<file path="src/rtl/serial_frame_rx_if.sv">
// Purpose : bundles the serial receive link with its deframed word and status outputs.
// Latency : none; wires only.
// Backpressure: none; the receiver is paced solely by din_vld.
// Ports   : master = link driver / result consumer; slave = serial_frame_rx.
//           din, din_vld      serial bit and its strobe (master -> slave)
//           data_out, data_vld, frame_err, parity_err, busy  (slave -> master)
interface serial_frame_rx_if #(
    parameter int DATA_W = 8
);
    logic              din;
    logic              din_vld;
    logic [DATA_W-1:0] data_out;
    logic              data_vld;
    logic              frame_err;
    logic              parity_err;
    logic              busy;

    modport master (
        output din,
        output din_vld,
        input  data_out,
        input  data_vld,
        input  frame_err,
        input  parity_err,
        input  busy
    );

    modport slave (
        input  din,
        input  din_vld,
        output data_out,
        output data_vld,
        output frame_err,
        output parity_err,
        output busy
    );
endinterface

</file>
<file path="src/rtl/serial_frame_rx.sv">
// Purpose : bit-serial frame receiver; start(0) + DATA_W bits LSB first [+ parity] + stop(1).
// Latency : data_vld / frame_err / parity_err pulse one cycle after the stop-bit strobe.
// Backpressure: none; advances only on din_vld, holds state and drops pulses otherwise.
// Ports   : clk, rst (synchronous, active-high); bus = serial_frame_rx_if.slave
//           (din, din_vld in; data_out, data_vld, frame_err, parity_err, busy out).
// Config  : define SERIAL_RX_PARITY_EN to build the parity bit stage; PARITY_ODD picks
//           odd (1) or even (0) parity. Without the macro parity_err is tied to 0.
//           The interface instance must use the same DATA_W as this module.
module serial_frame_rx #(
    parameter int DATA_W     = 8,
    parameter int PARITY_ODD = 0
) (
    input  logic              clk,
    input  logic              rst,
    serial_frame_rx_if.slave  bus
);
    localparam int CW = $clog2(DATA_W + 1);

`ifdef SERIAL_RX_PARITY_EN
    typedef enum logic [2:0] {
        ST_IDLE   = 3'd0,
        ST_DATA   = 3'd1,
        ST_PARITY = 3'd2,
        ST_STOP   = 3'd3,
        ST_BREAK  = 3'd4
    } state_t;
`else
    typedef enum logic [1:0] {
        ST_IDLE  = 2'd0,
        ST_DATA  = 2'd1,
        ST_STOP  = 2'd2,
        ST_BREAK = 2'd3
    } state_t;
`endif

    state_t            state, state_n;
    logic [CW-1:0]     cnt, cnt_n;
    logic [DATA_W-1:0] shreg, shreg_n;
    logic [DATA_W-1:0] dout, dout_n;
    logic              dvld, dvld_n;
    logic              ferr, ferr_n;
    logic              perr, perr_n;
    logic              pbad, pbad_n;   // parity mismatch latched at the parity bit

`ifndef SERIAL_RX_PARITY_EN
    // No parity stage: the odd/even setting has nothing to act on.
    logic unused_parity_cfg;
    assign unused_parity_cfg = (PARITY_ODD != 0);
`endif

    always_ff @(posedge clk) begin
        if (rst) begin
            state <= ST_IDLE;
            cnt   <= '0;
            shreg <= '0;
            dout  <= '0;
            dvld  <= 1'b0;
            ferr  <= 1'b0;
            perr  <= 1'b0;
            pbad  <= 1'b0;
        end else begin
            state <= state_n;
            cnt   <= cnt_n;
            shreg <= shreg_n;
            dout  <= dout_n;
            dvld  <= dvld_n;
            ferr  <= ferr_n;
            perr  <= perr_n;
            pbad  <= pbad_n;
        end
    end

    always_comb begin
        state_n = state;
        cnt_n   = cnt;
        shreg_n = shreg;
        dout_n  = dout;
        dvld_n  = 1'b0;
        ferr_n  = 1'b0;
        perr_n  = 1'b0;
        pbad_n  = pbad;

        if (bus.din_vld) begin
            unique case (state)
                ST_IDLE: begin
                    if (!bus.din) begin
                        state_n = ST_DATA;
                        cnt_n   = '0;
                        pbad_n  = 1'b0;
                    end
                end

                ST_DATA: begin
                    for (int i = 0; i < DATA_W; i++) begin
                        if (cnt == CW'(i)) begin
                            shreg_n[i] = bus.din;
                        end
                    end
                    cnt_n = cnt + CW'(1);
                    if (cnt == CW'(DATA_W - 1)) begin
`ifdef SERIAL_RX_PARITY_EN
                        state_n = ST_PARITY;
`else
                        state_n = ST_STOP;
`endif
                    end
                end

`ifdef SERIAL_RX_PARITY_EN
                ST_PARITY: begin
                    // XOR over data + parity bit must equal 1 for odd, 0 for even.
                    pbad_n  = ((^shreg) ^ bus.din) != (PARITY_ODD != 0);
                    state_n = ST_STOP;
                end
`endif

                ST_STOP: begin
                    if (bus.din) begin
                        state_n = ST_IDLE;
                        if (pbad) begin
                            perr_n = 1'b1;
                        end else begin
                            dout_n = shreg;
                            dvld_n = 1'b1;
                        end
                    end else begin
                        // Framing error outranks any parity result.
                        ferr_n  = 1'b1;
                        state_n = ST_BREAK;
                    end
                end

                ST_BREAK: begin
                    // A held-low line must return high before a start bit counts.
                    if (bus.din) begin
                        state_n = ST_IDLE;
                    end
                end

                default: state_n = ST_IDLE;
            endcase
        end
    end

    assign bus.data_out  = dout;
    assign bus.data_vld  = dvld;
    assign bus.frame_err = ferr;
`ifdef SERIAL_RX_PARITY_EN
    assign bus.parity_err = perr;
`else
    assign bus.parity_err = 1'b0;
`endif
    assign bus.busy      = (state != ST_IDLE);
endmodule
</file>
<file path="src/flat_wrapper.sv">
// flat-port wrapper written by rule: the top's interface ports become plain ports
module serial_frame_rx_flat 
#(
    parameter int DATA_W     = 8,
    parameter int PARITY_ODD = 0
)
  (clk, rst, bus_din, bus_din_vld, bus_data_out, bus_data_vld, bus_frame_err, bus_parity_err, bus_busy);
  serial_frame_rx_if #(.DATA_W(DATA_W)) bus_i ();
  input  logic clk;
  input  logic rst;
  input wire logic [$bits(bus_i.din)-1:0] bus_din;
  input wire logic [$bits(bus_i.din_vld)-1:0] bus_din_vld;
  output wire logic [$bits(bus_i.data_out)-1:0] bus_data_out;
  output wire logic [$bits(bus_i.data_vld)-1:0] bus_data_vld;
  output wire logic [$bits(bus_i.frame_err)-1:0] bus_frame_err;
  output wire logic [$bits(bus_i.parity_err)-1:0] bus_parity_err;
  output wire logic [$bits(bus_i.busy)-1:0] bus_busy;
  assign bus_i.din = bus_din;
  assign bus_i.din_vld = bus_din_vld;
  assign bus_data_out = bus_i.data_out;
  assign bus_data_vld = bus_i.data_vld;
  assign bus_frame_err = bus_i.frame_err;
  assign bus_parity_err = bus_i.parity_err;
  assign bus_busy = bus_i.busy;
  serial_frame_rx #(.DATA_W(DATA_W), .PARITY_ODD(PARITY_ODD)) u_core (.clk(clk), .rst(rst), .bus(bus_i));
endmodule
</file>
<file path="config.mk">
export PLATFORM = sky130hd
export DESIGN_NAME = serial_frame_rx_flat
export DESIGN_NICKNAME = d
export VERILOG_FILES = /design/src/rtl/serial_frame_rx_if.sv /design/src/rtl/serial_frame_rx.sv /design/src/flat_wrapper.sv
export SDC_FILE = /design/constraint.sdc
export NUM_CORES = 1
export LEC_CHECK = 0
export ABC_CLOCK_PERIOD_IN_PS = 3600
export BUFFER_PORTS_ARGS = -buffer_cell sky130_fd_sc_hd__buf_2
export CORE_MARGIN = 4
export CORE_UTILIZATION = 40
export CTS_BUF_LIST = sky130_fd_sc_hd__clkbuf_16
export CTS_CLUSTER_SIZE = 8
export DETAILED_ROUTE_END_ITERATION = 8
export PLACE_DENSITY_LB_ADDON = 0.2
export RECOVER_POWER = 50
export SLEW_MARGIN = 20
export SYNTH_ARGS = -nofsm -noshare
export SYNTH_HDL_FRONTEND = slang
export SYNTH_SLANG_ARGS = --single-unit
</file>
<file path="constraint.sdc">
create_clock -name clk -period 3.6 [get_ports clk]
set_input_delay 0.54 -clock clk [delete_from_list [all_inputs] [get_ports clk]]
set_output_delay 0.54 -clock clk [all_outputs]
set_load 0.05 [all_outputs]
</file>
==> flow_summary.yaml <==
status:
  status: "finished clean"
place:
  dpl.hpwl_um: 1430
  place_area_sq_um: 1140
  place_ws_ns: 2.01
  io_buffers: 14
  gp_congestion: 0.702
grt:
  grt_start_max_net_pins: 26
  grt_antenna_before_repair: 0
  grt_usage_pct: 12.8
  grt_pass1_vias: 760
  grt_pass1_wl_um: 3480
  overflow: 0
routing:
  drc: 0
  wl_per_cell_um: 12.4
  drt_iter0_drc: 28
  via_per_inst: 5.13
  finalWirelength_um: 1980
  first_pass_iters: 4
  vias: 821
  antenna_left: 0
synth:
  ys_seq_area_share_pct: 43.9
  synth_top_area_cell: "dfxtp_1"
  synthTopCellsByArea: "dfxtp_1, mux2i_1, nand2_1"
  ys_types: 28
  synth_ff_type: "dfxtp_1"
  synth_cells: 122
  ys_ff_latch: 24
  yosysTopAreaCellShare_pct: 43.9
  synth-edff-count: 0
  syn_nets: 130
  ys_warn_count: 0
  syn_area_sq_um: 1090
  synthArstFlopShare_pct: 0
  synth.avg_cell_area_sq_um: 8.97
  synth_most_common_cell: "dfxtp_1"
  synth_common_cells: "dfxtp_1, nand2_1, a21oi_1, nand2b_1, mux2i_1"
hold_path:
  whs_path_depth: 2
  hold_path.class: "reg -> reg"
  hold_path.startpoint: "u_core.bus.data_out[1]$_SDFFE_PP0P_"
  whs_endpoint: "u_core.bus.data_out[1]$_SDFFE_PP0P_"
floorplanning:
  core_sq_um: 2540
  die_w_um: 60.3
  fp.dieH_um: 60.3
  rows: 18
  start_util_pct: 43.0
  ios: 16
  die-area_sq_um: 3640
clock_network:
  clock-root-buffer: "clkbuf_16"
  clk_pin_slew_worst_paths_ns: 0.06
  insertion_delay_ns: 0.25
  post_cts_resized: 0
  clock-sinks: 24
  post_cts_buffers: 0
  cts_buffers: 3
  postCtsHoldBufs: 0
  cts_tree: "done"
  clockBufferDepth: 2
  h-tree-depth: 1
sta:
  final_max_slew_viol_count: 0
  rsz0062_at_grt: "false"
  fin_ws_ns: 1.88
  finClkSkew_ns: 0.00222
  fin_crit_sh_pct: 47.8
  finalHoldViolCount: 0
  fin_setup_tns_ns: 0
  finalSetupViolCount: 0
  period_minus_slack_ns: 1.72
  fmax_ghz: 0.581
  whs_ns: 0.451
  tightest_slew_ns: 0.595
  max-slew-margin-rel_pct: 60.5
power:
  irDropWorstVdd_mv: 0.329
  powerDensity_nw_per_um2: 440
  cellLeakagePower_uw: 0.000486
finish:
  fin_area_sq_um: 1210
  area_growth_pct: 10.9
  final_layout_size_suffix_gt1_share_pct: 12.3
  final_util_pct: 47.7
  antenna_cells: 0
  final_nets: 139
setup_path:
  r2r-end: "u_core.shreg[4]$_SDFFE_PP0P_"
  crit_path_start_kind: "flop"
  arrival_ns: 1.18
  critical_path_class: "reg -> out"
  timing.rr.start: "u_core.state[0]$_SDFFE_PP0P_"
  cp.required_ns: 3.06
  ff2ff_setup_slack_ns: 2.15
  worstPathMaxFanout: 11
  endpoint_kind: "primary output"
  rr_worst_depth: 3
job:
  cap_violations: 0
## cells by family after synthesis
kind of cell             count (synthesis)  synth area share, %
buffers and inverters                   12                 6.40
other                                    1                0.343
multiplexers                             8                 7.31
flip-flops                              24                 43.9
AND/OR/NAND/NOR                         53                 27.9
AO/OA/AOI/OAI                           20                 9.60
adder cells (fa/ha/maj)                  4                 4.57
## final cells by class
class                   instances  area [sq um]
fillers                       258          1330
multi-input cells              86           544
flip-flops and latches         24           480
clock buffers                   3          75.1
repair buffers                 14          65.1
well taps                      30          37.5
inverters                       2          7.51
clock inverters                 1          3.75
## placed cells by master, fill, tap and decap left out
| cell | count |
|---|---|
| nand3b_1 | 3 |
| nor4_1 | 1 |
| nor3b_1 | 1 |
| nand2b_1 | 11 |
| clkinv_1 | 1 |
| buf_2 | 10 |
| a31oi_1 | 1 |
| and4bb_1 | 1 |
| conb_1 | 1 |
| nand3_1 | 7 |
| clkbuf_1 | 4 |
| a311oi_1 | 1 |
| clkbuf_16 | 3 |
| ha_1 | 4 |
| nand2_1 | 19 |
| nand3_2 | 1 |
| inv_1 | 2 |
| o21ai_0 | 5 |
| dfxtp_1 | 24 |
| nor2b_1 | 4 |
| nor4bb_1 | 1 |
| nand3b_2 | 1 |
| nand4b_1 | 1 |
| a21oi_1 | 13 |
| and4b_1 | 1 |
| or2_2 | 1 |
| mux2i_1 | 8 |
## state kept, by name, summed over array words and instances, names as in the netlist
register	count
u_core.bus.data_vld	1
u_core.bus.frame_err	1
u_core.state	2
u_core.bus.data_out	8
u_core.cnt	4
u_core.shreg	8
## critical path, stage by stage, from the launching register on
cell,delay (ns)
dfxtp_1,0.51
or2_2,0.17
buf_2,0.25
## report_power, final
part / switching (uW) / internal [uW] / leakage (uW)
clock network: 88.9 / 148 / 0.0000385
logic: 18.3 / 8.54 / 0.000254
registers: 2.92 / 267 / 0.000194
## worst max path at each step
stage	startpoint	endpoint	slack (ns)	cells after the start
2_1_floorplan	u_core.state[0]$_SDFFE_PP0P_	bus_busy	2.23	2
3_3_place_gp	bus_din_vld	u_core.shreg[5]$_SDFFE_PP0P_	2.04	4
3_5_place_dp	bus_din_vld	u_core.shreg[4]$_SDFFE_PP0P_	2.01	4
4_1_cts	u_core.state[0]$_SDFFE_PP0P_	bus_busy	1.89	2
5_1_grt	u_core.state[0]$_SDFFE_PP0P_	bus_busy	1.82	2
6_report	u_core.state[0]$_SDFFE_PP0P_	bus_busy	1.88	2
## through the flow
stage          power (uW)  instances
3_5_place_dp          303        156
4_1_cts               542        160
2_1_floorplan         299        122
6_report              534        160
3_3_place_gp          303        156
5_1_grt               554        160
## routing by layer
metal  vias to the layer above  global-route usage (%)  share of wire, %
li1                        433                       -                 -
met4                         0                    4.75              0.61
met2                         6                    20.8                49
met1                       380                    16.1                48
met5                         -                       0                 0
met3                         2                    3.24               2.4
(Power assumes the default switching activity.)
